File: config.mk
export PLATFORM = sky130hd
export DESIGN_NAME = corescore_stream_arbiter
export DESIGN_NICKNAME = d
export VERILOG_FILES = /design/src/rtl/corescore_stream_arbiter.sv
export SDC_FILE = /design/constraint.sdc
export NUM_CORES = 1
export LEC_CHECK = 0
export ABC_AREA = 1
export CAP_MARGIN = 15
export CELL_PAD_IN_SITES_DETAIL_PLACEMENT = 2
export CELL_PAD_IN_SITES_GLOBAL_PLACEMENT = 2
export CORE_ASPECT_RATIO = 0.5
export CORE_MARGIN = 2
export CORE_UTILIZATION = 23
export DETAILED_ROUTE_END_ITERATION = 16
export PLACE_DENSITY = 0.84
export SLEW_MARGIN = 10
export SYNTH_ARGS = -nofsm -noshare
export SYNTH_HDL_FRONTEND = slang
export SYNTH_SLANG_ARGS = --single-unit
File: constraint.sdc
create_clock -name i_clk -period 6.1 [get_ports i_clk]
set_input_delay 1.525 -clock i_clk [delete_from_list [all_inputs] [get_ports i_clk]]
set_output_delay 1.525 -clock i_clk [all_outputs]
set_load 0.01 [all_outputs]
File: src/rtl/corescore_stream_arbiter.sv
// corescore_stream_arbiter
//   Packet-granular round-robin arbiter. NUM_SOURCES byte streams
//   (tdata/tlast/tvalid/tready) share one downstream consumer. A grant is held
//   from the first beat through the tlast beat, so messages never interleave.
//   A stall watchdog reclaims the grant from a source that stops mid-packet.
//
// Ports
//   i_clk, i_rst_n           clock (rising edge), synchronous active-low reset
//   i_tdata/i_tlast/i_tvalid per-source stream inputs (source s byte on [8*s+7:8*s])
//   o_tready                 per-source ready, only the granted bit can be 1
//   o_tdata/o_tlast/o_tvalid muxed stream to the consumer
//   i_tready                 consumer ready
//   o_grant                  one-hot registered grant, 0 when idle
//   o_timeout                one-cycle pulse when the watchdog revokes a grant
module corescore_stream_arbiter #(
  parameter int unsigned NUM_SOURCES = 4,
  parameter int unsigned TIMEOUT     = 1024
) (
  input  logic                     i_clk,
  input  logic                     i_rst_n,
  input  logic [8*NUM_SOURCES-1:0] i_tdata,
  input  logic [NUM_SOURCES-1:0]   i_tlast,
  input  logic [NUM_SOURCES-1:0]   i_tvalid,
  output logic [NUM_SOURCES-1:0]   o_tready,
  output logic [7:0]               o_tdata,
  output logic                     o_tlast,
  output logic                     o_tvalid,
  input  logic                     i_tready,
  output logic [NUM_SOURCES-1:0]   o_grant,
  output logic                     o_timeout
);

  localparam int unsigned PW = $clog2(NUM_SOURCES);
  localparam int unsigned CW = (TIMEOUT > 0) ? $clog2(TIMEOUT + 1) : 1;
  localparam logic [CW-1:0] TMAX    = CW'(TIMEOUT);
  localparam logic [PW-1:0] PTR_RST = PW'(NUM_SOURCES - 1);

  typedef enum logic {
    IDLE,
    LOCKED
  } state_e;

  state_e                 state_q, state_d;
  logic [NUM_SOURCES-1:0] grant_q, grant_d;
  logic [PW-1:0]          ptr_q, ptr_d;
  logic [CW-1:0]          cnt_q, cnt_d;
  logic                   timeout_q, timeout_d;

  // Round-robin pick: first requester scanning ptr+1, ptr+2, ... with wrap.
  logic          found;
  logic [PW-1:0] pick;

  always_comb begin
    int unsigned idx;
    logic [PW-1:0] cand;
    idx   = 0;
    cand  = '0;
    found = 1'b0;
    pick  = ptr_q;
    for (int unsigned i = 1; i <= NUM_SOURCES; i++) begin
      idx  = (32'(ptr_q) + i) % NUM_SOURCES;
      cand = PW'(idx);
      if (!found && i_tvalid[cand]) begin
        found = 1'b1;
        pick  = cand;
      end
    end
  end

  // While LOCKED the pointer always equals the granted source, so it doubles
  // as the mux select.
  logic sel_valid;
  logic sel_last;
  assign sel_valid = i_tvalid[ptr_q];
  assign sel_last  = i_tlast[ptr_q];

  // State register
  always_ff @(posedge i_clk) begin
    if (!i_rst_n) begin
      state_q   <= IDLE;
      grant_q   <= '0;
      ptr_q     <= PTR_RST;
      cnt_q     <= '0;
      timeout_q <= 1'b0;
    end else begin
      state_q   <= state_d;
      grant_q   <= grant_d;
      ptr_q     <= ptr_d;
      cnt_q     <= cnt_d;
      timeout_q <= timeout_d;
    end
  end

  // Next-state logic
  always_comb begin
    state_d   = state_q;
    grant_d   = grant_q;
    ptr_d     = ptr_q;
    cnt_d     = cnt_q;
    timeout_d = 1'b0;
    unique case (state_q)
      IDLE: begin
        cnt_d = '0;
        if (found) begin
          state_d       = LOCKED;
          grant_d       = '0;
          grant_d[pick] = 1'b1;
          ptr_d         = pick;
        end
      end
      LOCKED: begin
        if (sel_valid && i_tready && sel_last) begin
          state_d = IDLE;
          grant_d = '0;
          cnt_d   = '0;
        end else if (TIMEOUT > 0) begin
          // Only missing tvalid counts as a stall; consumer backpressure does not.
          if (sel_valid) begin
            cnt_d = '0;
          end else if (cnt_q + CW'(1) == TMAX) begin
            // Pointer stays on the stalled source so it gets lowest priority next.
            timeout_d = 1'b1;
            state_d   = IDLE;
            grant_d   = '0;
            cnt_d     = '0;
          end else begin
            cnt_d = cnt_q + CW'(1);
          end
        end
      end
      default: begin
        state_d = IDLE;
        grant_d = '0;
      end
    endcase
  end

  // Output logic: combinational data path from the granted source
  always_comb begin
    o_grant   = grant_q;
    o_timeout = timeout_q;
    o_tready  = '0;
    o_tdata   = '0;
    o_tlast   = 1'b0;
    o_tvalid  = 1'b0;
    if (state_q == LOCKED) begin
      o_tdata         = i_tdata[{ptr_q, 3'b000} +: 8];
      o_tlast         = sel_last;
      o_tvalid        = sel_valid;
      o_tready[ptr_q] = i_tready;
    end
  end

endmodule
==> impl_metrics.py <==
metrics = {
    "grt": {
        "grt_first_pass_wirelength_um": 9660,
        "number_of_global_route_vias_before_repair": 2107,
        "globalRouteOverflowTotal": 0,
        "grt_use_total_pct": 15.6,
        "grt_max_degree": 28,
        "antenna_found_initial": 0,
    },
    "worst_hold_path": {
        "hold_path_class": "flip-flop to flip-flop",
    },
    "synthesis": {
        "synth_nets": 305,
        "ys_warn_count": 0,
        "synth.yosys.seq_area_share_pct": 24.3,
        "post_synth_num_cell_types": 31,
        "syn_area_per_cell_um2": 6.08,
        "synth_register_bits": 19,
        "synth.cell_area_um2": 1560,
        "netlist_instances": 257,
    },
    "cts": {
        "clockRootBuffer": "sky130_fd_sc_hd__clkbuf_16",
        "cts-root-to-sink-buffers": 2,
        "tritoncts.num_buffers": 3,
        "cts_num_sinks": 19,
        "cts.hold.buffers_added": 0,
        "post_cts.repair.setup_buffers": 0,
        "tritoncts": "done",
        "worst_setup_hold_path_clk_slew_ps": 50,
        "clkLatencyLatePin_ps": 250,
        "clock_tree.htree_level_count": 1,
        "cts.repair.resized": 0,
    },
    "sta": {
        "final_max_slew_viol_count": 0,
        "tightestPinTransition_ps": 1020,
        "max_clock_freq_ghz": 0.219,
        "rsz0062_at_grt": "no",
        "setup_viol": 0,
        "timing.clock.skew_ps": 1.57,
        "post-route-period-util_pct": 74.7,
        "setup_total_negative_slack_ps": 0,
        "slew_headroom_pct": 32.0,
        "hold_violations": 0,
        "post-route-min-period_ps": 4560,
        "hold-worst-slack_ps": 483,
    },
    "drt": {
        "ant_nets": 0,
        "detail_route.iter0.violations": 22,
        "first_pass_detailed_route_iteration_total": 4,
        "routed_wl_um": 5670,
        "vias": 1859,
        "drc": 0,
        "wl_per_cell_um": 14.0,
        "via_per_inst": 4.59,
    },
    "setup_path": {
        "crit_type": "primary input to output pin",
        "slowest_stage": "sky130_fd_sc_hd__clkdlybuf4s50_1",
        "timing.reg2reg.worst_path_depth": 12,
        "critical_path_peak_fanout": 1,
        "worstPathBufferInverterCount": 2,
        "worst-r2r-setup-slack_ps": 3210,
        "reg2reg_to": "o_grant[2]$_SDFFE_PN0P_",
        "timing.critical_path.from_type": "primary input",
        "timing.critical_path.cells": "clkdlybuf4s50_1 -> nor2_1 -> nor2_1 -> o21ai_0 -> a21oi_1 -> clkdlybuf4s50_1",
        "endpoint": "o_tdata[6]",
        "critical_path.startpoint": "i_tdata[6]",
        "end_kind": "output pin",
        "crit_arrival_ps": 3030,
        "critical_path.reg2reg.startpoint": "ptr_q[0]$_SDFFE_PN1P_",
        "cp_num_cells": 6,
        "worst_path_dominant_cell_family": "buffers and inverters",
        "worst_path_largest_cell_delay_ps": 560,
        "critPathRequiredTime_ps": 4580,
    },
    "final_layout": {
        "fin_cells": 405,
        "final_layout_size_suffix_gt1_share_pct": 9.90,
        "nets": 362,
        "diodes": 0,
        "area_delta_synth_final_pct": 48.3,
        "finalInstanceArea_um2": 2320,
    },
    "placement": {
        "dp.cells": 401,
        "routability_congestion_estimate_from_global_placement": 0.721,
        "placement_stage_cell_area_um2": 2240,
        "dpl.hpwl_um": 4570,
        "io_buffers": 61,
    },
    "floorplanning": {
        "io-pin-count": 62,
        "design.die.area_um2": 7510,
        "starting_density_pct": 23.6,
        "die_w_um": 121,
        "num_rows": 21,
        "die_height_um": 62.3,
        "floorplan.core_area_um2": 6620,
    },
    "pwr": {
        "power_leakage_nw": 0.906,
        "power-per-cell-area_nw_per_um2": 379,
        "finalPower_mw": 0.879,
        "irDropWorstVdd_mv": 0.106,
    },
    "run": {
        "maxCapViolations": 0,
    },
    "outcome": {
        "status": "complete, no violations",
    },
}
-- power by group --
part           total [mW]  switching [mW]  internal, mW
sequential          0.194          0.0476         0.147
combinational       0.552           0.324         0.228
clock               0.133          0.0438        0.0887
total               0.879           0.416         0.464
-- cells by family after synthesis --
kind of cell    after synthesis  synth area share, %
fa+ha+maj                     5                 4.00
compound gates               40                 14.1
xor+xnor                      1                0.561
buf+inv                      34                 9.45
simple gates                158                 47.6
flops                        19                 24.3
-- cell usage in the layout, fill, tap and decap left out, types with 2 or more instances in the layout --
cell                              Yosys  final
sky130_fd_sc_hd__nor2_1              64     64
sky130_fd_sc_hd__nor2_4               3      3
sky130_fd_sc_hd__nand3_2              3      3
sky130_fd_sc_hd__inv_1               21     21
sky130_fd_sc_hd__clkbuf_16            0      3
sky130_fd_sc_hd__nor2_2               4      4
sky130_fd_sc_hd__inv_2                2      2
sky130_fd_sc_hd__dfxtp_1             19     19
sky130_fd_sc_hd__a21oi_1             14     14
sky130_fd_sc_hd__clkdlybuf4s50_1      0     61
sky130_fd_sc_hd__ha_1                 5      5
sky130_fd_sc_hd__nand3_1             21     21
sky130_fd_sc_hd__nor3_1               3      3
sky130_fd_sc_hd__nand2_2              8      8
sky130_fd_sc_hd__nand2_1             47     47
sky130_fd_sc_hd__o21ai_0             21     21
-- worst min path at each step --
stage / start / to / slack (ps) / cells after the start
finish: cnt_q[0]$_SDFF_PP0_ / cnt_q[0]$_SDFF_PP0_ / 480 / 1
global route: cnt_q[0]$_SDFF_PP0_ / cnt_q[0]$_SDFF_PP0_ / 510 / 1
CTS: cnt_q[0]$_SDFF_PP0_ / cnt_q[0]$_SDFF_PP0_ / 490 / 1
detailed placement: o_grant[1]$_SDFFE_PN0P_ / o_grant[1]$_SDFFE_PN0P_ / 480 / 2
global placement: cnt_q[0]$_SDFF_PP0_ / cnt_q[0]$_SDFF_PP0_ / 450 / 1
floorplan: cnt_q[0]$_SDFF_PP0_ / cnt_q[0]$_SDFF_PP0_ / 440 / 1
-- per-layer routing --
layer	part of all wire (%)	track usage, %	vias to the layer above
met2	54	31.1	41
met4	0.53	3.49	0
li1	-	-	929
met1	40	16.9	887
met5	0	0	-
met3	5.9	3.31	2
-- metrics by stage --
| step | utilization [%] | setup WS (ps) |
|---|---|---|
| 3_3_place_gp | 33.8 | 1580 |
| 2_1_floorplan | - | 2640 |
| 6_report | 35.0 | 1540 |
| 5_1_grt | 35.0 | 1410 |
| 3_5_place_dp | 33.8 | 1530 |
| 4_1_cts | 35.0 | 1520 |
-- synthesized netlist by cell type, drive strengths merged --
library cell	n	area share, %
ha	5	4.0
dfxtp	19	24
xor2	1	0.56
clkinv	1	0.32
buf	4	2.0
nand3	25	9.8
clkbuf	5	1.2
nand4	2	1.2
nor3	3	0.96
inv	24	5.9
o21ai	22	7.0
nand2	56	15
nor2	72	20
a211o	1	0.56
a21oi	16	6.1
o22ai	1	0.40
-- final cells by class --
cell class              count  area (um2)
clock buffers               4        78.8
fillers                   838        4300
inverters                  25        97.6
multi-input cells         204        1030
flip-flops and latches     19         380
well taps                  92         115
repair buffers             61         611
-- registers in the layout, summed over array words and instances, names as in the netlist --
signal	cells
state_q	1
ptr_q	2
o_grant	4
cnt_q	11
o_timeout	1
Power figures use the tool's default switching activity.
